[src/rtl/pipe_seg_ctrl_if.sv]
// Stall/flush interface between the hazard unit (master) and the pipeline
// segment controller (slave). It carries the PC/instruction inputs, the per-stage
// state outputs and the debug-bus performance counters.
interface pipe_seg_ctrl_if #(
  parameter int unsigned CNT_WIDTH = 32
);
  // Hazard unit / fetch -> segment controller
  logic [31:0]          pc_next;
  logic [31:0]          inst_if;
  logic                 stall_if;
  logic                 stall_id;
  logic                 stall_ex;
  logic                 flush_if;
  logic                 flush_id;
  logic                 flush_ex;
  logic                 flush_mem;

  // Segment controller -> pipeline / debug bus
  logic [31:0]          pc_if;
  logic [31:0]          pc_id;
  logic [31:0]          pc_ex;
  logic [31:0]          pc_mem;
  logic [31:0]          pc_wb;
  logic [31:0]          inst_id;
  logic [31:0]          inst_ex;
  logic [31:0]          inst_mem;
  logic [31:0]          inst_wb;
  logic                 valid_id;
  logic                 valid_ex;
  logic                 valid_mem;
  logic                 valid_wb;
  logic [CNT_WIDTH-1:0] cnt_cycle;
  logic [CNT_WIDTH-1:0] cnt_retire;
  logic [CNT_WIDTH-1:0] cnt_stall;
  logic [CNT_WIDTH-1:0] cnt_flush;

  modport slave (
    input  pc_next, inst_if,
    input  stall_if, stall_id, stall_ex,
    input  flush_if, flush_id, flush_ex, flush_mem,
    output pc_if, pc_id, pc_ex, pc_mem, pc_wb,
    output inst_id, inst_ex, inst_mem, inst_wb,
    output valid_id, valid_ex, valid_mem, valid_wb,
    output cnt_cycle, cnt_retire, cnt_stall, cnt_flush
  );

  modport master (
    output pc_next, inst_if,
    output stall_if, stall_id, stall_ex,
    output flush_if, flush_id, flush_ex, flush_mem,
    input  pc_if, pc_id, pc_ex, pc_mem, pc_wb,
    input  inst_id, inst_ex, inst_mem, inst_wb,
    input  valid_id, valid_ex, valid_mem, valid_wb,
    input  cnt_cycle, cnt_retire, cnt_stall, cnt_flush
  );
endinterface

[src/rtl/pipe_seg_ctrl.sv]
// Pipeline segment controller for the 5-stage RV32 core. Owns the PC register and
// the IF/ID, ID/EX, EX/MEM and MEM/WB segments, applies stall > flush > advance
// per segment, and keeps cycle/retire/stall/flush counters for the debug bus.
module pipe_seg_ctrl #(
  parameter logic [31:0] PC_RESET  = 32'h0000_3000,
  parameter logic [31:0] NOP_INST  = 32'h0000_0013,
  parameter int unsigned CNT_WIDTH = 32
) (
  input  logic           clk,
  input  logic           rstn,
  pipe_seg_ctrl_if.slave bus
);

  typedef struct packed {
    logic [31:0] pc;
    logic [31:0] inst;
    logic        valid;
  } seg_t;

  localparam seg_t BUBBLE = '{pc: 32'h0, inst: NOP_INST, valid: 1'b0};

  logic [31:0]          r_pc;
  seg_t                 r_ifid, r_idex, r_exmem, r_memwb;
  logic [CNT_WIDTH-1:0] r_cnt_cycle, r_cnt_retire, r_cnt_stall, r_cnt_flush;

  logic [31:0]          w_pc_nxt;
  seg_t                 w_ifid_nxt, w_idex_nxt, w_exmem_nxt;
  logic                 w_kill_id, w_kill_ex, w_kill_mem;
  logic [1:0]           w_flush_inc;

  // flush_if is part of the hazard-unit contract but the PC is only ever
  // redirected through pc_next, so the request is deliberately dropped here.
  logic                 w_unused_flush_if;
  assign w_unused_flush_if = bus.flush_if;

  // Next-state selection for every segment: stall holds, flush bubbles, else advance.
  always_comb begin
    // NOTE: every signal gets a default first so no path through the block can
    // leave it unassigned and infer a latch.
    w_pc_nxt    = r_pc;
    w_ifid_nxt  = r_ifid;
    w_idex_nxt  = r_idex;
    w_exmem_nxt = r_exmem;

    if (!bus.stall_if) w_pc_nxt = bus.pc_next;

    if (!bus.stall_id) begin
      if (bus.flush_id) w_ifid_nxt = BUBBLE;
      else              w_ifid_nxt = '{pc: r_pc, inst: bus.inst_if, valid: 1'b1};
    end

    if (!bus.stall_ex) begin
      if (bus.flush_ex) w_idex_nxt = BUBBLE;
      else              w_idex_nxt = r_ifid;
    end

    if (bus.flush_mem) w_exmem_nxt = BUBBLE;
    else               w_exmem_nxt = r_idex;
  end

  // A flush only counts when it actually destroys a live instruction; the
  // fetch stage is always treated as holding one.
  assign w_kill_id   = bus.flush_id  && !bus.stall_id;
  assign w_kill_ex   = bus.flush_ex  && !bus.stall_ex && r_ifid.valid;
  assign w_kill_mem  = bus.flush_mem && r_idex.valid;
  assign w_flush_inc = 2'(w_kill_id) + 2'(w_kill_ex) + 2'(w_kill_mem);

  // PC register and pipeline segments.
  always_ff @(posedge clk or negedge rstn) begin
    // NOTE: every register is reset asynchronously so a reset landing in the
    // middle of a stall or flush discards all in-flight state at once.
    if (!rstn) begin
      r_pc    <= PC_RESET;
      r_ifid  <= BUBBLE;
      r_idex  <= BUBBLE;
      r_exmem <= BUBBLE;
      r_memwb <= BUBBLE;
    end else begin
      // NOTE: non-blocking assignments so every segment samples its upstream
      // neighbour's pre-edge value, independent of statement order.
      r_pc    <= w_pc_nxt;
      r_ifid  <= w_ifid_nxt;
      r_idex  <= w_idex_nxt;
      r_exmem <= w_exmem_nxt;
      r_memwb <= r_exmem;
    end
  end

  // Free-running, wrapping performance counters.
  always_ff @(posedge clk or negedge rstn) begin
    if (!rstn) begin
      r_cnt_cycle  <= '0;
      r_cnt_retire <= '0;
      r_cnt_stall  <= '0;
      r_cnt_flush  <= '0;
    end else begin
      r_cnt_cycle  <= r_cnt_cycle  + 1'b1;
      r_cnt_retire <= r_cnt_retire + CNT_WIDTH'(r_memwb.valid);
      r_cnt_stall  <= r_cnt_stall  + CNT_WIDTH'(bus.stall_if);
      r_cnt_flush  <= r_cnt_flush  + CNT_WIDTH'(w_flush_inc);
    end
  end

  assign bus.pc_if      = r_pc;
  assign bus.pc_id      = r_ifid.pc;
  assign bus.pc_ex      = r_idex.pc;
  assign bus.pc_mem     = r_exmem.pc;
  assign bus.pc_wb      = r_memwb.pc;
  assign bus.inst_id    = r_ifid.inst;
  assign bus.inst_ex    = r_idex.inst;
  assign bus.inst_mem   = r_exmem.inst;
  assign bus.inst_wb    = r_memwb.inst;
  assign bus.valid_id   = r_ifid.valid;
  assign bus.valid_ex   = r_idex.valid;
  assign bus.valid_mem  = r_exmem.valid;
  assign bus.valid_wb   = r_memwb.valid;
  assign bus.cnt_cycle  = r_cnt_cycle;
  assign bus.cnt_retire = r_cnt_retire;
  assign bus.cnt_stall  = r_cnt_stall;
  assign bus.cnt_flush  = r_cnt_flush;

endmodule

[src/flat_wrapper.sv]
// flat-port wrapper written by rule: the top's interface ports become plain ports
module pipe_seg_ctrl_flat 
#(
  parameter logic [31:0] PC_RESET  = 32'h0000_3000,
  parameter logic [31:0] NOP_INST  = 32'h0000_0013,
  parameter int unsigned CNT_WIDTH = 32
)
  (clk, rstn, bus_pc_next, bus_inst_if, bus_stall_if, bus_stall_id, bus_stall_ex, bus_flush_if, bus_flush_id, bus_flush_ex, bus_flush_mem, bus_pc_if, bus_pc_id, bus_pc_ex, bus_pc_mem, bus_pc_wb, bus_inst_id, bus_inst_ex, bus_inst_mem, bus_inst_wb, bus_valid_id, bus_valid_ex, bus_valid_mem, bus_valid_wb, bus_cnt_cycle, bus_cnt_retire, bus_cnt_stall, bus_cnt_flush);
  pipe_seg_ctrl_if #(.CNT_WIDTH(CNT_WIDTH)) bus_i ();
  input  logic clk;
  input  logic rstn;
  input wire logic [$bits(bus_i.pc_next)-1:0] bus_pc_next;
  input wire logic [$bits(bus_i.inst_if)-1:0] bus_inst_if;
  input wire logic [$bits(bus_i.stall_if)-1:0] bus_stall_if;
  input wire logic [$bits(bus_i.stall_id)-1:0] bus_stall_id;
  input wire logic [$bits(bus_i.stall_ex)-1:0] bus_stall_ex;
  input wire logic [$bits(bus_i.flush_if)-1:0] bus_flush_if;
  input wire logic [$bits(bus_i.flush_id)-1:0] bus_flush_id;
  input wire logic [$bits(bus_i.flush_ex)-1:0] bus_flush_ex;
  input wire logic [$bits(bus_i.flush_mem)-1:0] bus_flush_mem;
  output wire logic [$bits(bus_i.pc_if)-1:0] bus_pc_if;
  output wire logic [$bits(bus_i.pc_id)-1:0] bus_pc_id;
  output wire logic [$bits(bus_i.pc_ex)-1:0] bus_pc_ex;
  output wire logic [$bits(bus_i.pc_mem)-1:0] bus_pc_mem;
  output wire logic [$bits(bus_i.pc_wb)-1:0] bus_pc_wb;
  output wire logic [$bits(bus_i.inst_id)-1:0] bus_inst_id;
  output wire logic [$bits(bus_i.inst_ex)-1:0] bus_inst_ex;
  output wire logic [$bits(bus_i.inst_mem)-1:0] bus_inst_mem;
  output wire logic [$bits(bus_i.inst_wb)-1:0] bus_inst_wb;
  output wire logic [$bits(bus_i.valid_id)-1:0] bus_valid_id;
  output wire logic [$bits(bus_i.valid_ex)-1:0] bus_valid_ex;
  output wire logic [$bits(bus_i.valid_mem)-1:0] bus_valid_mem;
  output wire logic [$bits(bus_i.valid_wb)-1:0] bus_valid_wb;
  output wire logic [$bits(bus_i.cnt_cycle)-1:0] bus_cnt_cycle;
  output wire logic [$bits(bus_i.cnt_retire)-1:0] bus_cnt_retire;
  output wire logic [$bits(bus_i.cnt_stall)-1:0] bus_cnt_stall;
  output wire logic [$bits(bus_i.cnt_flush)-1:0] bus_cnt_flush;
  assign bus_i.pc_next = bus_pc_next;
  assign bus_i.inst_if = bus_inst_if;
  assign bus_i.stall_if = bus_stall_if;
  assign bus_i.stall_id = bus_stall_id;
  assign bus_i.stall_ex = bus_stall_ex;
  assign bus_i.flush_if = bus_flush_if;
  assign bus_i.flush_id = bus_flush_id;
  assign bus_i.flush_ex = bus_flush_ex;
  assign bus_i.flush_mem = bus_flush_mem;
  assign bus_pc_if = bus_i.pc_if;
  assign bus_pc_id = bus_i.pc_id;
  assign bus_pc_ex = bus_i.pc_ex;
  assign bus_pc_mem = bus_i.pc_mem;
  assign bus_pc_wb = bus_i.pc_wb;
  assign bus_inst_id = bus_i.inst_id;
  assign bus_inst_ex = bus_i.inst_ex;
  assign bus_inst_mem = bus_i.inst_mem;
  assign bus_inst_wb = bus_i.inst_wb;
  assign bus_valid_id = bus_i.valid_id;
  assign bus_valid_ex = bus_i.valid_ex;
  assign bus_valid_mem = bus_i.valid_mem;
  assign bus_valid_wb = bus_i.valid_wb;
  assign bus_cnt_cycle = bus_i.cnt_cycle;
  assign bus_cnt_retire = bus_i.cnt_retire;
  assign bus_cnt_stall = bus_i.cnt_stall;
  assign bus_cnt_flush = bus_i.cnt_flush;
  pipe_seg_ctrl #(.PC_RESET(PC_RESET), .NOP_INST(NOP_INST), .CNT_WIDTH(CNT_WIDTH)) u_core (.clk(clk), .rstn(rstn), .bus(bus_i));
endmodule
[config.mk]
export PLATFORM = sky130hd
export DESIGN_NAME = pipe_seg_ctrl_flat
export DESIGN_NICKNAME = d
export VERILOG_FILES = /design/src/rtl/pipe_seg_ctrl_if.sv /design/src/rtl/pipe_seg_ctrl.sv /design/src/flat_wrapper.sv
export SDC_FILE = /design/constraint.sdc
export NUM_CORES = 1
export LEC_CHECK = 0
export CORE_MARGIN = 10
export CORE_UTILIZATION = 37
export CTS_BUF_LIST = sky130_fd_sc_hd__clkbuf_16
export DETAILED_ROUTE_END_ITERATION = 12
export GPL_ROUTABILITY_DRIVEN = 0
export PLACE_DENSITY = 0.73
export SLEW_MARGIN = 20
export SYNTH_ARGS = -nofsm -noshare
export SYNTH_HDL_FRONTEND = slang
export SYNTH_SLANG_ARGS = --single-unit
[constraint.sdc]
create_clock -name clk -period 5.44 [get_ports clk]
set_input_delay 1.088 -clock clk [delete_from_list [all_inputs] [get_ports clk]]
set_output_delay 1.088 -clock clk [all_outputs]
set_load 0.01 [all_outputs]
==> results.json <==
{
  "grt_max_degree": 136,
  "criticalPathCategory": "in2reg",
  "drt-vias-per-instance": 5.02,
  "post_drt_wl_per_cell_um": 22.4,
  "place_inst": 2045,
  "syn-cell-area_um2": 15100,
  "power.total_mw": 7.71,
  "cts-hold-fix-buffers": 0,
  "fin_nets": 1650,
  "area_growth_pct": 47.2,
  "clockRootBuffer": "clkbuf_16",
  "insertion_delay_ps": 560,
  "holdPathEnd": "u_core.bus.inst_wb[1]",
  "critPathArrivalTime_ps": 3720,
  "synth_area_leader_cell": "dfrtp_1",
  "holdPathStages": 0,
  "setup_violations": 0,
  "maxCapViolCount": 0,
  "ir_drop_mv": 0.251,
  "yosys-top-cells-count": "dfrtp_1 (406), a22o_1 (123), xnor2_1 (96)",
  "cts.clk_slew.worst_paths_ps": 60,
  "status": "finished, final reports clean",
  "grt_pass1_vias": 11600,
  "synth.most_common_cell": "dfrtp_1",
  "antenna_found_initial": 1,
  "async_flop_share_pct": 100,
  "post-cts-setup-buffers": 0,
  "min-delay-start": "u_core.bus.inst_mem[1]",
  "hold_class": "reg2reg",
  "required_ps": 5920,
  "worst_pin_slew_ps": 931,
  "die-area_um2": 49300,
  "ff2ff_path_depth": 9,
  "power_leakage_nw": 9.85,
  "ys_types": 36,
  "period_needed_ps": 3240,
  "wl_um": 47600,
  "grt_overflow_total": 0,
  "timing.rr.start": "u_core.bus.valid_ex",
  "rows": 73,
  "hpwl_um": 34500,
  "finalHoldViolations": 0,
  "grt_first_pass_wirelength_um": 73400,
  "fin_crit_sh_pct": 59.6,
  "drv_slew": 0,
  "crit_path_end_kind": "flip-flop",
  "clock-sinks": 420,
  "yosys.area.top_type_share_pct": 67.3,
  "clock_skew_ps": 19.4,
  "io_pins": 493,
  "numCtsBuffers": 45,
  "cp-start-kind": "primary input",
  "setup_tns_ps": 0,
  "htreeDepth": 2,
  "cp_max_fo": 11,
  "synth_seq_cells": 420,
  "multi_input_area_um2": 4390,
  "drt_iter0_markers": 691,
  "fillers": 3278,
  "die_y_um": 222,
  "drive_above_1_share_pct": 9.43,
  "avgSynthCellArea_um2": 14.3,
  "clockBufferDepth": 3,
  "ctsResizeCount": 0,
  "dr.pass1.iters": 5,
  "port_buffers": 491,
  "register_area_um2": 10500,
  "die_w_um": 222,
  "reg2reg_slack_ps": 2950,
  "drc_errors": 0,
  "rsz0062_at_grt": "no",
  "synthTopCellsByArea": "dfrtp_1 (67%), a22o_1 (7.1%), xnor2_1 (5.6%)",
  "synth_warnings": 0,
  "worst_r2r_endpoint": "u_core.bus.cnt_flush[18]",
  "final_cells": 2128,
  "slew_headroom_pct": 37.9,
  "coreArea_um2": 40000,
  "ant_nets": 0,
  "synth-edff-count": 0,
  "synth-main-ff-cell": "dfrtp_1",
  "syn_nets": 1139,
  "start_util_pct": 37.7,
  "max_freq_mhz": 309,
  "syn_inst": 1057,
  "grt.total_usage_pct": 18.9,
  "ys_seq_area_share_pct": 69.7,
  "cts_tree": "built",
  "power_density_nw_per_um2": 347,
  "via_count": 10700
}
cells in the final DEF, fill, tap and decap left out, drive strengths merged, types with 32 or more instances in the layout:
cell	Yosys	final
nor2b	63	63
clkbuf	36	47
nand4	45	45
xnor2	96	96
nand2	43	43
nand3	53	53
dfrtp	406	406
mux2	32	32
clkdlybuf4s50	0	486
a22o	123	123
area by class of cell:
cell class,count,area share (%)
clock inverter,34,1.64
inverter,7,0.118
sequential,420,47.4
timing repair buffer,508,22.9
clock buffer,47,5.29
antenna,1,0.0113
multi-input combinational,586,19.7
tap,525,2.96
worst max-delay path, stage by stage:
cell	delay, ps
clkdlybuf4s50_1	660
nand2_1	80
nor2_1	130
fa_1	430
ha_1	240
fa_1	430
nand4_1	160
nor3_1	70
buf_4	180
nand4_1	120
xnor2_1	120
how the worst max path moves through the flow:
stage,from,slack [ps],endpoint,depth (start not counted)
floorplan,bus_stall_ex,1740,u_core.bus.cnt_flush[28],12
global placement,bus_flush_ex,1660,u_core.bus.cnt_flush[18],11
detailed placement,bus_flush_ex,1640,u_core.bus.cnt_flush[18],11
CTS,bus_flush_ex,2240,u_core.bus.cnt_flush[18],11
global route,bus_flush_ex,2080,u_core.bus.cnt_flush[18],11
finish,bus_flush_ex,2200,u_core.bus.cnt_flush[18],11
logic make-up (layout without fill, tap and decap cells):
kind of cell | after synthesis | after routing | synth area share, %
other cells | 0 | 1 | 0
buf+inv | 51 | 596 | 1.33
flops | 420 | 420 | 69.7
xor+xnor | 120 | 120 | 6.96
fa+ha+maj | 9 | 9 | 0.845
compound gates | 131 | 131 | 7.40
mux | 32 | 32 | 2.39
simple gates | 294 | 294 | 11.4
metrics by stage:
| stage | hold WS [ps] | setup slack (ps) | util, % | instance area (um^2) |
|---|---|---|---|---|
| 2_1_floorplan | 377 | 1740 | - | 15100 |
| 6_report | 355 | 2200 | 55.6 | 22200 |
| 3_5_place_dp | 356 | 1640 | 51.6 | 20700 |
| 5_1_grt | 373 | 2080 | 55.6 | 22200 |
| 3_3_place_gp | 356 | 1660 | 51.6 | 20600 |
| 4_1_cts | 364 | 2240 | 55.5 | 22200 |
where the power goes:
group          total, mW  switching (mW)  internal, mW
Combinational      0.991           0.450         0.541
Sequential          3.54           0.198          3.34
Clock               3.18            1.24          1.94
Total               7.71            1.89          5.82
per-layer routing:
layer	track usage (%)	wire length (um)
met5	0	0
met4	6.21	1250
met3	6.96	4240
met2	31.8	23400
met1	22.0	18700
(Power assumes the default switching activity.)
